==> src/rtl/pipeline_arith3_if.sv <==
// Operand/result bundle for the three-stage arithmetic kernel.
// Master drives operands and in_valid; slave returns F and out_valid.
interface pipeline_arith3_if #(
  parameter int N = 10
);
  logic         in_valid;
  logic [N-1:0] A;
  logic [N-1:0] B;
  logic [N-1:0] C;
  logic [N-1:0] D;
  logic         out_valid;
  logic [N-1:0] F;

  modport master (
    output in_valid, A, B, C, D,
    input  out_valid, F
  );

  modport slave (
    input  in_valid, A, B, C, D,
    output out_valid, F
  );
endinterface

==> src/rtl/pipeline_arith3.sv <==
// Three-stage pipelined datapath: F = ((A+B) + (C-D)) * D mod 2^N.
// One operand set per clock, fixed 3-cycle latency, no stalls.
module pipeline_arith3 #(
  parameter int N = 10
) (
  input  logic clk,
  input  logic rst_n,
  pipeline_arith3_if.slave io
);

  typedef struct packed {
    logic         v;
    logic [N-1:0] x1;
    logic [N-1:0] x2;
    logic [N-1:0] d;
  } s1_t;

  typedef struct packed {
    logic         v;
    logic [N-1:0] x3;
    logic [N-1:0] d;
  } s2_t;

  typedef struct packed {
    logic         v;
    logic [N-1:0] f;
  } s3_t;

  s1_t s1_q;
  s2_t s2_q;
  s3_t s3_q;

  logic [N-1:0] sum_ab;
  logic [N-1:0] dif_cd;
  logic [N-1:0] sum_x;
  logic [N-1:0] prod;

  // All arithmetic is N bits wide and wraps silently.
  assign sum_ab = io.A + io.B;
  assign dif_cd = io.C - io.D;
  assign sum_x  = s1_q.x1 + s1_q.x2;
  assign prod   = s2_q.x3 * s2_q.d;

  always_ff @(posedge clk or negedge rst_n) begin
    if (!rst_n) begin
      s1_q <= '0;
    end else begin
      s1_q.v  <= io.in_valid;
      s1_q.x1 <= sum_ab;
      s1_q.x2 <= dif_cd;
      s1_q.d  <= io.D;
    end
  end

  always_ff @(posedge clk or negedge rst_n) begin
    if (!rst_n) begin
      s2_q <= '0;
    end else begin
      s2_q.v  <= s1_q.v;
      s2_q.x3 <= sum_x;
      s2_q.d  <= s1_q.d;
    end
  end

  always_ff @(posedge clk or negedge rst_n) begin
    if (!rst_n) begin
      s3_q <= '0;
    end else begin
      s3_q.v <= s2_q.v;
      s3_q.f <= prod;
    end
  end

  assign io.F         = s3_q.f;
  assign io.out_valid = s3_q.v;

endmodule

==> src/flat_wrapper.sv <==
// flat-port wrapper written by rule: the top's interface ports become plain ports
module pipeline_arith3_flat 
#(
  parameter int N = 10
)
  (clk, rst_n, io_in_valid, io_A, io_B, io_C, io_D, io_out_valid, io_F);
  pipeline_arith3_if #(.N(N)) io_i ();
  input  logic clk;
  input  logic rst_n;
  input wire logic [$bits(io_i.in_valid)-1:0] io_in_valid;
  input wire logic [$bits(io_i.A)-1:0] io_A;
  input wire logic [$bits(io_i.B)-1:0] io_B;
  input wire logic [$bits(io_i.C)-1:0] io_C;
  input wire logic [$bits(io_i.D)-1:0] io_D;
  output wire logic [$bits(io_i.out_valid)-1:0] io_out_valid;
  output wire logic [$bits(io_i.F)-1:0] io_F;
  assign io_i.in_valid = io_in_valid;
  assign io_i.A = io_A;
  assign io_i.B = io_B;
  assign io_i.C = io_C;
  assign io_i.D = io_D;
  assign io_out_valid = io_i.out_valid;
  assign io_F = io_i.F;
  pipeline_arith3 #(.N(N)) u_core (.clk(clk), .rst_n(rst_n), .io(io_i));
endmodule
==> config.mk <==
export PLATFORM = sky130hd
export DESIGN_NAME = pipeline_arith3_flat
export DESIGN_NICKNAME = d
export VERILOG_FILES = /design/src/rtl/pipeline_arith3_if.sv /design/src/rtl/pipeline_arith3.sv /design/src/flat_wrapper.sv
export SDC_FILE = /design/constraint.sdc
export NUM_CORES = 1
export LEC_CHECK = 0
export ABC_AREA = 1
export BUFFER_PORTS_ARGS = -buffer_cell sky130_fd_sc_hd__buf_4
export CELL_PAD_IN_SITES_DETAIL_PLACEMENT = 1
export CELL_PAD_IN_SITES_GLOBAL_PLACEMENT = 1
export CORE_UTILIZATION = 41
export CTS_CLUSTER_SIZE = 28
export DETAILED_ROUTE_END_ITERATION = 7
export GPL_ROUTABILITY_DRIVEN = 0
export HOLD_SLACK_MARGIN = 0.06
export PLACE_DENSITY = 0.77
export SLEW_MARGIN = 15
export SYNTH_ARGS = -nofsm -noshare
export SYNTH_HDL_FRONTEND = slang
export SYNTH_SLANG_ARGS = --single-unit
==> constraint.sdc <==
create_clock -name clk -period 4.2 [get_ports clk]
set_input_delay 0.84 -clock clk [delete_from_list [all_inputs] [get_ports clk]]
set_output_delay 0.84 -clock clk [all_outputs]
set_load 0.005 [all_outputs]
==> impl_metrics.py <==
metrics = {
    "place": {
        "dp.cells": 696,
        "placed_area_um2": 5070,
        "portBuffers": 53,
        "pre_cts_ws_ps": -50.0,
        "place_hpwl_um": 8330,
    },
    "global_route": {
        "grt_start_max_net_pins": 64,
        "antenna_found_initial": 0,
        "grt-ovfl-total": 0,
        "grtUsageTotal": 0.197,
        "grt_pass1_vias": 3871,
        "grt_first_pass_wirelength_um": 17100,
    },
    "synthesis": {
        "ys_top_cells_by_area": "dfrtp_1 (35%), ha_1 (14%), fa_1 (11%)",
        "synth.largest_area_cell": "dfrtp_1",
        "synth_seq_cells": 63,
        "syn_area_per_cell_um2": 8.88,
        "yosysMostFrequentCell": "nand2_1",
        "synth_top_area_share": 0.355,
        "netlist_instances": 500,
        "ys_top_cells_by_count": "nand2_1 (114), inv_1 (101), dfrtp_1 (63), ha_1 (51), a21oi_1 (29)",
        "async_reset_ff_frac": 1.00,
        "netlist_area_um2": 4440,
        "yosysSeqAreaShare": 0.355,
        "synth_nets": 619,
        "synth.distinct_cells": 28,
        "synth_edf_count": 0,
        "ys.warnings.count": 0,
        "ys.flop_type": "dfrtp_1",
    },
    "setup_path": {
        "cp_max_fo": 3,
        "cp_top_family": "adder cells",
        "required_ps": 4450,
        "worstSetupStartpointType": "flip-flop",
        "cpPeakStageDelay_ps": 550,
        "cp_cell_sequence": "nand2_2 > fa_1 > inv_2 > fa_1 > inv_1 > fa_1 > inv_1 > fa_1 > inv_1 > fa_1 > inv_2 > ha_4 > nand2_2 > a21oi_2 > a211oi_1 > and2_1 > inv_1 > nand2_1 > nand2_1",
        "crit_slowest_cell": "fa_1",
        "path_buf_inv": 6,
        "arrival_ps": 4350,
        "critPathKind": "flip-flop to flip-flop",
        "cpMostUsedCell": "fa_1",
        "critPathCaptureType": "flip-flop",
    },
    "routing": {
        "drt_iter0_markers": 80,
        "drt-total-wl_um": 10200,
        "antenna_left": 0,
        "wl_per_cell_um": 14.3,
        "drcViolationCount": 0,
        "first_pass_iters": 4,
        "vias": 3479,
        "avgViaCountPerCell": 4.87,
    },
    "finish": {
        "drive_gt1_frac": 0.192,
        "fin_cells": 715,
        "diodes": 0,
        "syn2layout_area_growth_pct": 20.3,
        "post-route-cell-area_um2": 5340,
        "nets": 693,
    },
    "pwr": {
        "power.density_nw_per_um2": 915,
        "p_sw_frac": 0.460,
        "switching_power_uw": 2250,
        "seqPwrFrac": 0.181,
        "ir_worst_vdd_mv": 0.874,
        "power.share.clock": 0.109,
        "p_int_uw": 2640,
        "p_comb_frac": 0.710,
        "p_leak_uw": 0.00295,
    },
    "timing": {
        "layout_setup_ws_ps": 93.9,
        "setup_viol": 0,
        "rsz0062_at_grt": "yes",
        "final.min_clock_period_ps": 4110,
        "tightest_slew_ps": 766,
        "drv_slew": 0,
        "slew_headroom": 0.490,
        "fmax_mhz": 244,
        "tns_ps": 0,
        "skew_ps": 11.0,
        "finalCritPeriodShare": 0.978,
        "hold_violations": 0,
    },
    "die": {
        "coreArea_um2": 10400,
        "initial_utilization": 0.426,
        "die_w_um": 106,
        "die-area_um2": 11300,
        "io_pins": 54,
        "die_height_um": 106,
        "rows": 37,
    },
    "clock_tree": {
        "worstSkewPairLatency_ps": 350,
        "cts_tree": "yes",
        "clkSinkCount": 63,
        "clk_pin_slew_worst_paths_ps": 80,
        "cts_buffers": 9,
        "htreeDepth": 3,
        "root_buffer": "clkbuf_8",
        "cts_buffer_depth": 2,
    },
    "run_status": {
        "status": "completed",
    },
    "run": {
        "drv_cap": 0,
    },
    "worst_hold_path": {
        "hold_path.class": "flip-flop to flip-flop",
    },
}
final cells by class:
cell class,instances,area [um^2]
clock buffer,10,128
clock inverter,6,70.1
fill,1262,5070
inverter,105,394
multi-input combinational,326,2480
sequential,63,1580
tap,136,170
timing repair buffer,69,522
kinds of logic (layout without fill, tap and decap cells):
family,count (synthesis),in the layout,share of synthesized area
buffers and inverters,111,190,0.100
AND/OR/NAND/NOR,166,166,0.158
AO/OA/AOI/OAI,48,48,0.0600
adder cells (fa/ha/maj),76,76,0.256
XOR/XNOR,36,36,0.0710
flip-flops,63,63,0.355
what timing repair did:
item                       4_1_cts  5_1_grt
setup buffers                    1        3
resized for setup                3       11
setup endpoints to repair        1        3
hold buffers                     0        0
pin swaps                        6        8
placed cells by master (no fill, tap or decap), types with 12 or more instances in the layout:
master   instances
nand2_1        111
fa_1            25
xnor2_1         12
nand3_1         17
nor2_1          15
xor2_1          24
nand2_2         12
inv_1           99
buf_4           68
dfrtp_1         61
ha_1            47
a21oi_1         26
flip-flops by register name, summed over array words and instances (netlist names):
register / count
u_core.s1_q: 31
u_core.io.out_valid: 1
u_core.io.F: 10
u_core.s2_q: 21
power groups by stage:
stage	Sequential, uW	Combinational (uW)	Clock (uW)
2_1_floorplan	864	2300	0
3_5_place_dp	894	3110	0
5_1_grt	901	4020	572
6_report	885	3470	534
4_1_cts	883	3320	549
3_3_place_gp	888	2900	0
routing by layer:
metal,global-route usage,up-vias,wire length (um)
met5,0,-,0
met2,0.384,60,5620
met4,0.0546,0,213
met3,0.0368,21,270
li1,-,1690,-
met1,0.214,1708,4130
path summary, 6_finish.rpt:
kind | startpoint | to | slack [ps] | depth (start not counted)
worst min register to register | u_core.s1_q[9]$_DFF_PN0_ | u_core.s2_q[9]$_DFF_PN0_ | 350 | 0
worst max register to register | u_core.s2_q[16]$_DFF_PN0_ | u_core.io.F[9]$_DFF_PN0_ | 90 | 19
worst min-delay path | u_core.s1_q[9]$_DFF_PN0_ | u_core.s2_q[9]$_DFF_PN0_ | 350 | 0
max in group asynchronous | rst_n | u_core.s2_q[14]$_DFF_PN0_ | 3070 | 1
min in group asynchronous | rst_n | u_core.io.F[4]$_DFF_PN0_ | 550 | 1
worst max-delay path | u_core.s2_q[16]$_DFF_PN0_ | u_core.io.F[9]$_DFF_PN0_ | 90 | 19
metrics by stage:
| step | hold WS, ps | power (uW) | utilization |
|---|---|---|---|
| after floorplan | 331 | 3160 | - |
| after global placement | 332 | 3780 | 0.487 |
| after detailed placement | 339 | 4010 | 0.487 |
| after CTS | 356 | 4750 | 0.508 |
| after global routing | 363 | 5490 | 0.513 |
| final | 351 | 4890 | 0.513 |
Note: power is estimated with default switching activity, not from simulation.
